[src/rtl/truth_table_sweeper_if.sv]
// Sweeper handshake/result bundle: start plus the two implementation outputs in,
// stimulus vector, status and registered truth-table results out.
interface truth_table_sweeper_if #(
    parameter int N_INPUTS = 4
);
    logic                     start;
    logic                     s_ref;
    logic                     s_min;
    logic [N_INPUTS-1:0]      abcd;
    logic                     busy;
    logic                     done;
    logic                     equivalent;
    logic [N_INPUTS:0]        mismatch_count;
    logic [N_INPUTS-1:0]      first_mismatch;
    logic [2**N_INPUTS-1:0]   truth_ref;
    logic [2**N_INPUTS-1:0]   truth_min;

    modport master (
        output start, s_ref, s_min,
        input  abcd, busy, done, equivalent, mismatch_count, first_mismatch,
               truth_ref, truth_min
    );

    modport slave (
        input  start, s_ref, s_min,
        output abcd, busy, done, equivalent, mismatch_count, first_mismatch,
               truth_ref, truth_min
    );
endinterface

[src/rtl/truth_table_sweeper.sv]
// Purpose: sweeps all input vectors over two SOP implementations and compares them; TRUTH_SWEEP_GRAY_ORDER_EN selects Gray sweep order.
// Latency: done rises 2**N_INPUTS*(SETTLE_CYCLES+1) cycles after the start-accepting edge.
// Backpressure: none; start is only honoured in IDLE/DONE and ignored while busy.
module truth_table_sweeper #(
    parameter int N_INPUTS      = 4,
    parameter int SETTLE_CYCLES = 1
) (
    input  logic                  clk,
    input  logic                  rst_n,
    truth_table_sweeper_if.slave  sw
);
    localparam int                  NVEC      = 2**N_INPUTS;
    localparam logic [N_INPUTS-1:0] LAST_IDX  = N_INPUTS'(NVEC - 1);
    localparam logic [3:0]          SETTLE_LD = 4'(SETTLE_CYCLES);

    typedef enum logic [1:0] {IDLE, SETTLE, SAMPLE, DONE} state_t;

    state_t              state;
    state_t              state_nxt;
    logic [N_INPUTS-1:0] idx;
    logic [N_INPUTS-1:0] idx_inc;
    logic [3:0]          settle_cnt;
    logic                first_seen;
    logic                accept;
    logic                sample;
    logic                mismatch;
    logic [N_INPUTS:0]   count_upd;

    function automatic logic [N_INPUTS-1:0] vec(input logic [N_INPUTS-1:0] i);
`ifdef TRUTH_SWEEP_GRAY_ORDER_EN
        return i ^ (i >> 1);
`else
        return i;
`endif
    endfunction

    assign idx_inc   = idx + 1'b1;
    assign mismatch  = sw.s_ref ^ sw.s_min;
    assign count_upd = sw.mismatch_count + {{N_INPUTS{1'b0}}, mismatch};

    always_ff @(posedge clk or negedge rst_n) begin
        if (!rst_n) begin
            state <= IDLE;
        end else begin
            state <= state_nxt;
        end
    end

    always_comb begin
        state_nxt = state;
        accept    = 1'b0;
        sample    = 1'b0;
        case (state)
            IDLE, DONE: begin
                if (sw.start) begin
                    accept    = 1'b1;
                    state_nxt = SETTLE;
                end
            end
            SETTLE: begin
                // counter holds the cycles still to wait including this one
                if (settle_cnt <= 4'd1) begin
                    state_nxt = SAMPLE;
                end
            end
            SAMPLE: begin
                sample    = 1'b1;
                state_nxt = (idx == LAST_IDX) ? DONE : SETTLE;
            end
            default: state_nxt = IDLE;
        endcase
    end

    always_ff @(posedge clk or negedge rst_n) begin
        if (!rst_n) begin
            idx               <= '0;
            settle_cnt        <= '0;
            first_seen        <= 1'b0;
            sw.abcd           <= '0;
            sw.busy           <= 1'b0;
            sw.done           <= 1'b0;
            sw.equivalent     <= 1'b0;
            sw.mismatch_count <= '0;
            sw.first_mismatch <= '0;
            sw.truth_ref      <= '0;
            sw.truth_min      <= '0;
        end else begin
            if (accept) begin
                idx               <= '0;
                settle_cnt        <= SETTLE_LD;
                first_seen        <= 1'b0;
                sw.abcd           <= vec('0);
                sw.busy           <= 1'b1;
                sw.done           <= 1'b0;
                sw.equivalent     <= 1'b0;
                sw.mismatch_count <= '0;
                sw.first_mismatch <= '0;
                sw.truth_ref      <= '0;
                sw.truth_min      <= '0;
            end

            if (state == SETTLE) begin
                settle_cnt <= settle_cnt - 4'd1;
            end

            if (sample) begin
                sw.truth_ref[sw.abcd] <= sw.s_ref;
                sw.truth_min[sw.abcd] <= sw.s_min;
                if (mismatch) begin
                    sw.mismatch_count <= count_upd;
                    if (!first_seen) begin
                        sw.first_mismatch <= sw.abcd;
                        first_seen        <= 1'b1;
                    end
                end
                if (idx == LAST_IDX) begin
                    sw.busy       <= 1'b0;
                    sw.done       <= 1'b1;
                    sw.equivalent <= (count_upd == '0);
                end else begin
                    idx        <= idx_inc;
                    sw.abcd    <= vec(idx_inc);
                    settle_cnt <= SETTLE_LD;
                end
            end
        end
    end
endmodule
[src/flat_wrapper.sv]
// flat-port wrapper written by rule: the top's interface ports become plain ports
module truth_table_sweeper_flat 
#(
    parameter int N_INPUTS      = 4,
    parameter int SETTLE_CYCLES = 1
)
  (clk, rst_n, sw_start, sw_s_ref, sw_s_min, sw_abcd, sw_busy, sw_done, sw_equivalent, sw_mismatch_count, sw_first_mismatch, sw_truth_ref, sw_truth_min);
  truth_table_sweeper_if #(.N_INPUTS(N_INPUTS)) sw_i ();
  input  logic clk;
  input  logic rst_n;
  input wire logic [$bits(sw_i.start)-1:0] sw_start;
  input wire logic [$bits(sw_i.s_ref)-1:0] sw_s_ref;
  input wire logic [$bits(sw_i.s_min)-1:0] sw_s_min;
  output wire logic [$bits(sw_i.abcd)-1:0] sw_abcd;
  output wire logic [$bits(sw_i.busy)-1:0] sw_busy;
  output wire logic [$bits(sw_i.done)-1:0] sw_done;
  output wire logic [$bits(sw_i.equivalent)-1:0] sw_equivalent;
  output wire logic [$bits(sw_i.mismatch_count)-1:0] sw_mismatch_count;
  output wire logic [$bits(sw_i.first_mismatch)-1:0] sw_first_mismatch;
  output wire logic [$bits(sw_i.truth_ref)-1:0] sw_truth_ref;
  output wire logic [$bits(sw_i.truth_min)-1:0] sw_truth_min;
  assign sw_i.start = sw_start;
  assign sw_i.s_ref = sw_s_ref;
  assign sw_i.s_min = sw_s_min;
  assign sw_abcd = sw_i.abcd;
  assign sw_busy = sw_i.busy;
  assign sw_done = sw_i.done;
  assign sw_equivalent = sw_i.equivalent;
  assign sw_mismatch_count = sw_i.mismatch_count;
  assign sw_first_mismatch = sw_i.first_mismatch;
  assign sw_truth_ref = sw_i.truth_ref;
  assign sw_truth_min = sw_i.truth_min;
  truth_table_sweeper #(.N_INPUTS(N_INPUTS), .SETTLE_CYCLES(SETTLE_CYCLES)) u_core (.clk(clk), .rst_n(rst_n), .sw(sw_i));
endmodule
[config.mk]
export PLATFORM = sky130hd
export DESIGN_NAME = truth_table_sweeper_flat
export DESIGN_NICKNAME = d
export VERILOG_FILES = /design/src/rtl/truth_table_sweeper_if.sv /design/src/rtl/truth_table_sweeper.sv /design/src/flat_wrapper.sv
export SDC_FILE = /design/constraint.sdc
export NUM_CORES = 1
export LEC_CHECK = 0
export ABC_AREA = 0
export ABC_CLOCK_PERIOD_IN_PS = 2300
export CAP_MARGIN = 5
export CORE_MARGIN = 2
export CORE_UTILIZATION = 23
export CTS_CLUSTER_DIAMETER = 120
export DETAILED_ROUTE_END_ITERATION = 6
export MAX_ROUTING_LAYER = met4
export PLACE_DENSITY = 0.49
export SETUP_SLACK_MARGIN = 0.4
export SYNTH_ARGS = -nofsm -noshare
export SYNTH_HDL_FRONTEND = slang
export SYNTH_SLANG_ARGS = --single-unit
[constraint.sdc]
create_clock -name clk -period 2.3 [get_ports clk]
set_clock_uncertainty 0.2 [all_clocks]
set_input_delay 0.46 -clock clk [delete_from_list [all_inputs] [get_ports clk]]
set_output_delay 0.46 -clock clk [all_outputs]
set_load 0.005 [all_outputs]
==> results.json <==
{
  "placed_cells_incl_taps": 473,
  "tightestPinTransition_ns": 0.544,
  "start_kind": "register",
  "floorplan.die_area_mm2": 0.0128,
  "final_min_period_over_clock_period_pct": 84.7,
  "setup_viol_count_final": 0,
  "post-route-min-period_ns": 1.95,
  "grt_first_pass_wirelength_mm": 11.7,
  "timing.critical_path.fanout_max": 7,
  "power.share.switching_pct": 30.7,
  "crit_path_cell_trace": "clkdlybuf4s50_1",
  "top_level_ports": 53,
  "flops_latches_synth": 59,
  "syn_area_mm2": 0.00273,
  "violations": "design-rule violations",
  "die-width_um": 113,
  "cp.buffers_inverters": 1,
  "wl_mm": 7.26,
  "gp_congestion": 0.766,
  "crit_start": "u_core.sw.abcd[0]",
  "worst_setup_path_end_kind": "primary output",
  "core_area_mm2": 0.0115,
  "mappedNetlistNets": 292,
  "die_y_um": 113,
  "timing_hold_violations_final": 0,
  "post_layout_nonfiller_instances": 507,
  "nets": 372,
  "achievable-frequency_mhz": 513,
  "comb_power_share_pct": 29.3,
  "sequential_share_of_power_pct": 32.9,
  "cp_peak_stage_delay_ns": 0.54,
  "remaining_drc_errors": 4,
  "timing.final.max_slew_violations": 0,
  "number_of_vias_per_cell": 4.47,
  "syn-mean-instance-area_um2": 9.78,
  "cts_tree": "yes",
  "first_global_vias": 2184,
  "most-common-layout-cells": "sky130_fd_sc_hd__nand2_1, sky130_fd_sc_hd__dfrtp_1, sky130_fd_sc_hd__o21ai_0, sky130_fd_sc_hd__clkdlybuf4s50_1, sky130_fd_sc_hd__buf_4",
  "hpwlAfterDp_mm": 5.00,
  "worst_slew_margin_pct": 63.8,
  "vdd.ir_drop.worst_mv": 0.330,
  "cts_root_buffer": "sky130_fd_sc_hd__clkbuf_16",
  "buffers_added_on_ports": 52,
  "worst_hold_path_type": "reg -> reg",
  "power.switching_uw": 1200,
  "floorplan.initialDensity_pct": 23.7,
  "report.power.total_uw": 3910,
  "antenna_cells": 0,
  "drt_pass1_iterations": 6,
  "post_route_ant_nets": 0,
  "grt_start_max_net_pins": 39,
  "htreeDepth": 3,
  "timing.critical_path.arrival_ns": 1.29,
  "seq_total_area_yosys_pct": 54.1,
  "drt_iter0_markers": 155,
  "power_density_normalized_to_cell_area_mw_per_mm2": 976,
  "syn-instance-count": 279,
  "clk_transition_reported_paths_ns": 0.05,
  "cap_viol_max_count": 0,
  "cts_inserted_buffers": 9,
  "syn_to_final_growth_pct": 47.0,
  "drive_gt1_share_pct": 18.1,
  "antenna_found_initial": 0,
  "avgRoutedWirePerCell_um": 14.3,
  "outcome": "complete, but fails checks",
  "intPower_uw": 2710,
  "pwr-share-clk_pct": 37.9,
  "cp_slowest_cell": "sky130_fd_sc_hd__clkdlybuf4s50_1",
  "ctsLongestPathBuffers": 2,
  "detailroute.via_count": 2265,
  "clock_network_latency_to_the_later_pin_of_the_worst_skew_pair_ns": 0.33,
  "grt_setup_unrepaired": "true",
  "grt_use_total_pct": 12.2,
  "std_cell_rows": 39,
  "r2r-start": "u_core.state[0]",
  "static-leakage-power_uw": 0.00193,
  "worstPathRequired_ns": 1.64,
  "hp-start": "u_core.sw.done",
  "clkSinkCount": 59,
  "total_grt_overflow": 0,
  "synth.yosys.warnings": 0,
  "path_delay_family": "buffers and inverters",
  "ys_types": 36,
  "critPathKind": "reg -> out"
}
[what timing repair did]
item / 4_1_cts / 5_1_grt
setup buffers: 8 / 9
hold buffers: 1 / 0
endpoints found under the setup margin: 24 / 52
hold endpoints to repair: 21 / 0
resized for setup: 13 / 20
pin swaps: 2 / 1
[worst paths after layout]
| kind | end | slack (ns) | cells after the start |
|---|---|---|---|
| max | sw_abcd[0] | 0.35 | 1 |
| min reg2reg | u_core.sw.done | 0.29 | 2 |
| max in group asynchronous | u_core.sw.abcd[1] | 0.83 | 3 |
| min in group asynchronous | u_core.sw.truth_min[0] | 0.47 | 2 |
| max reg2reg | u_core.sw.first_mismatch[1] | 0.53 | 6 |
| min | u_core.sw.done | 0.29 | 2 |
[metal layers]
metal,GRT usage [%],share of wire [%],vias to the layer above
met4,3.74,1.3,0
li1,-,-,1121
met2,17.9,46,51
met1,16.1,47,1082
met5,-,0,-
met3,4.02,4.8,11
[area by class of cell]
class                      instances  area [um2]
clock buffer                      12         256
clock inverter                     4        72.6
fill                            1174        7500
inverter                           9        33.8
multi-input combinational        198        1210
sequential                        59        1480
tap                              143         179
timing repair buffer              82         781
[stage by stage]
step / instance area [um2] / setup slack (ns) / setup TNS (ns) / utilization [%] / hold slack (ns)
finish: 4010 / 0.352 / 0 / 34.8 / 0.293
global route: 4010 / 0.315 / 0 / 34.8 / 0.328
CTS: 3880 / 0.215 / 0 / 33.7 / 0.295
floorplan: 2750 / 0.410 / 0 / - / -0.0356
global placement: 3480 / -0.126 / -0.180 / 30.2 / 0.265
detailed placement: 3480 / -0.139 / -0.249 / 30.2 / 0.267
[synthesized netlist by cell type (all sizes together)]
master / count / area, um2
a21o: 3 / 22.5
a21oi: 3 / 15.0
a22o: 2 / 17.5
a31o: 4 / 35.0
a31oi: 1 / 6.26
and2: 4 / 25.0
buf: 8 / 50.0
clkbuf: 5 / 18.8
dfrtp: 59 / 1480
ha: 8 / 100
inv: 9 / 33.8
mux2i: 8 / 80.1
nand2: 56 / 218
nand2b: 4 / 25.0
nand3: 25 / 125
nand3b: 2 / 15.0
nand4: 1 / 6.26
nor2: 9 / 33.8
nor2b: 2 / 12.5
nor3: 8 / 40.0
nor3b: 5 / 37.5
o211ai: 1 / 7.51
o21a: 1 / 7.51
o21ai: 37 / 185
o221ai: 1 / 8.76
o2bb2ai: 1 / 8.76
o31ai: 1 / 7.51
or2: 1 / 8.76
or3: 3 / 18.8
or4: 1 / 11.3
xor2: 6 / 71.3
[power groups by stage]
stage | clock, uW | sequential [uW] | combinational [uW]
CTS | 1510 | 1300 | 1040
finish | 1480 | 1290 | 1150
floorplan | 0 | 1290 | 618
global placement | 0 | 1340 | 960
detailed placement | 0 | 1330 | 978
global route | 1570 | 1310 | 1270
[registers in the layout, indices dropped and copies added (netlist names)]
register,flops
u_core.sw.abcd,4
u_core.state,2
u_core.sw.done,1
u_core.idx,4
u_core.first_seen,1
u_core.sw.first_mismatch,4
u_core.sw.equivalent,1
u_core.sw.truth_min,16
u_core.sw.busy,1
u_core.settle_cnt,4
u_core.sw.truth_ref,16
u_core.sw.mismatch_count,5
[logic make-up after synthesis]
logic type | after synthesis | synth area share (%)
muxes | 8 | 2.93
and+or+nand+nor | 121 | 21.1
buffers and inverters | 22 | 3.76
AOI/OAI and AO/OA | 55 | 11.8
DFF | 59 | 54.1
xor gates and xnor gates | 6 | 2.61
adders and majority gates | 8 | 3.67
No activity file was read; power rests on OpenSTA's default activity.
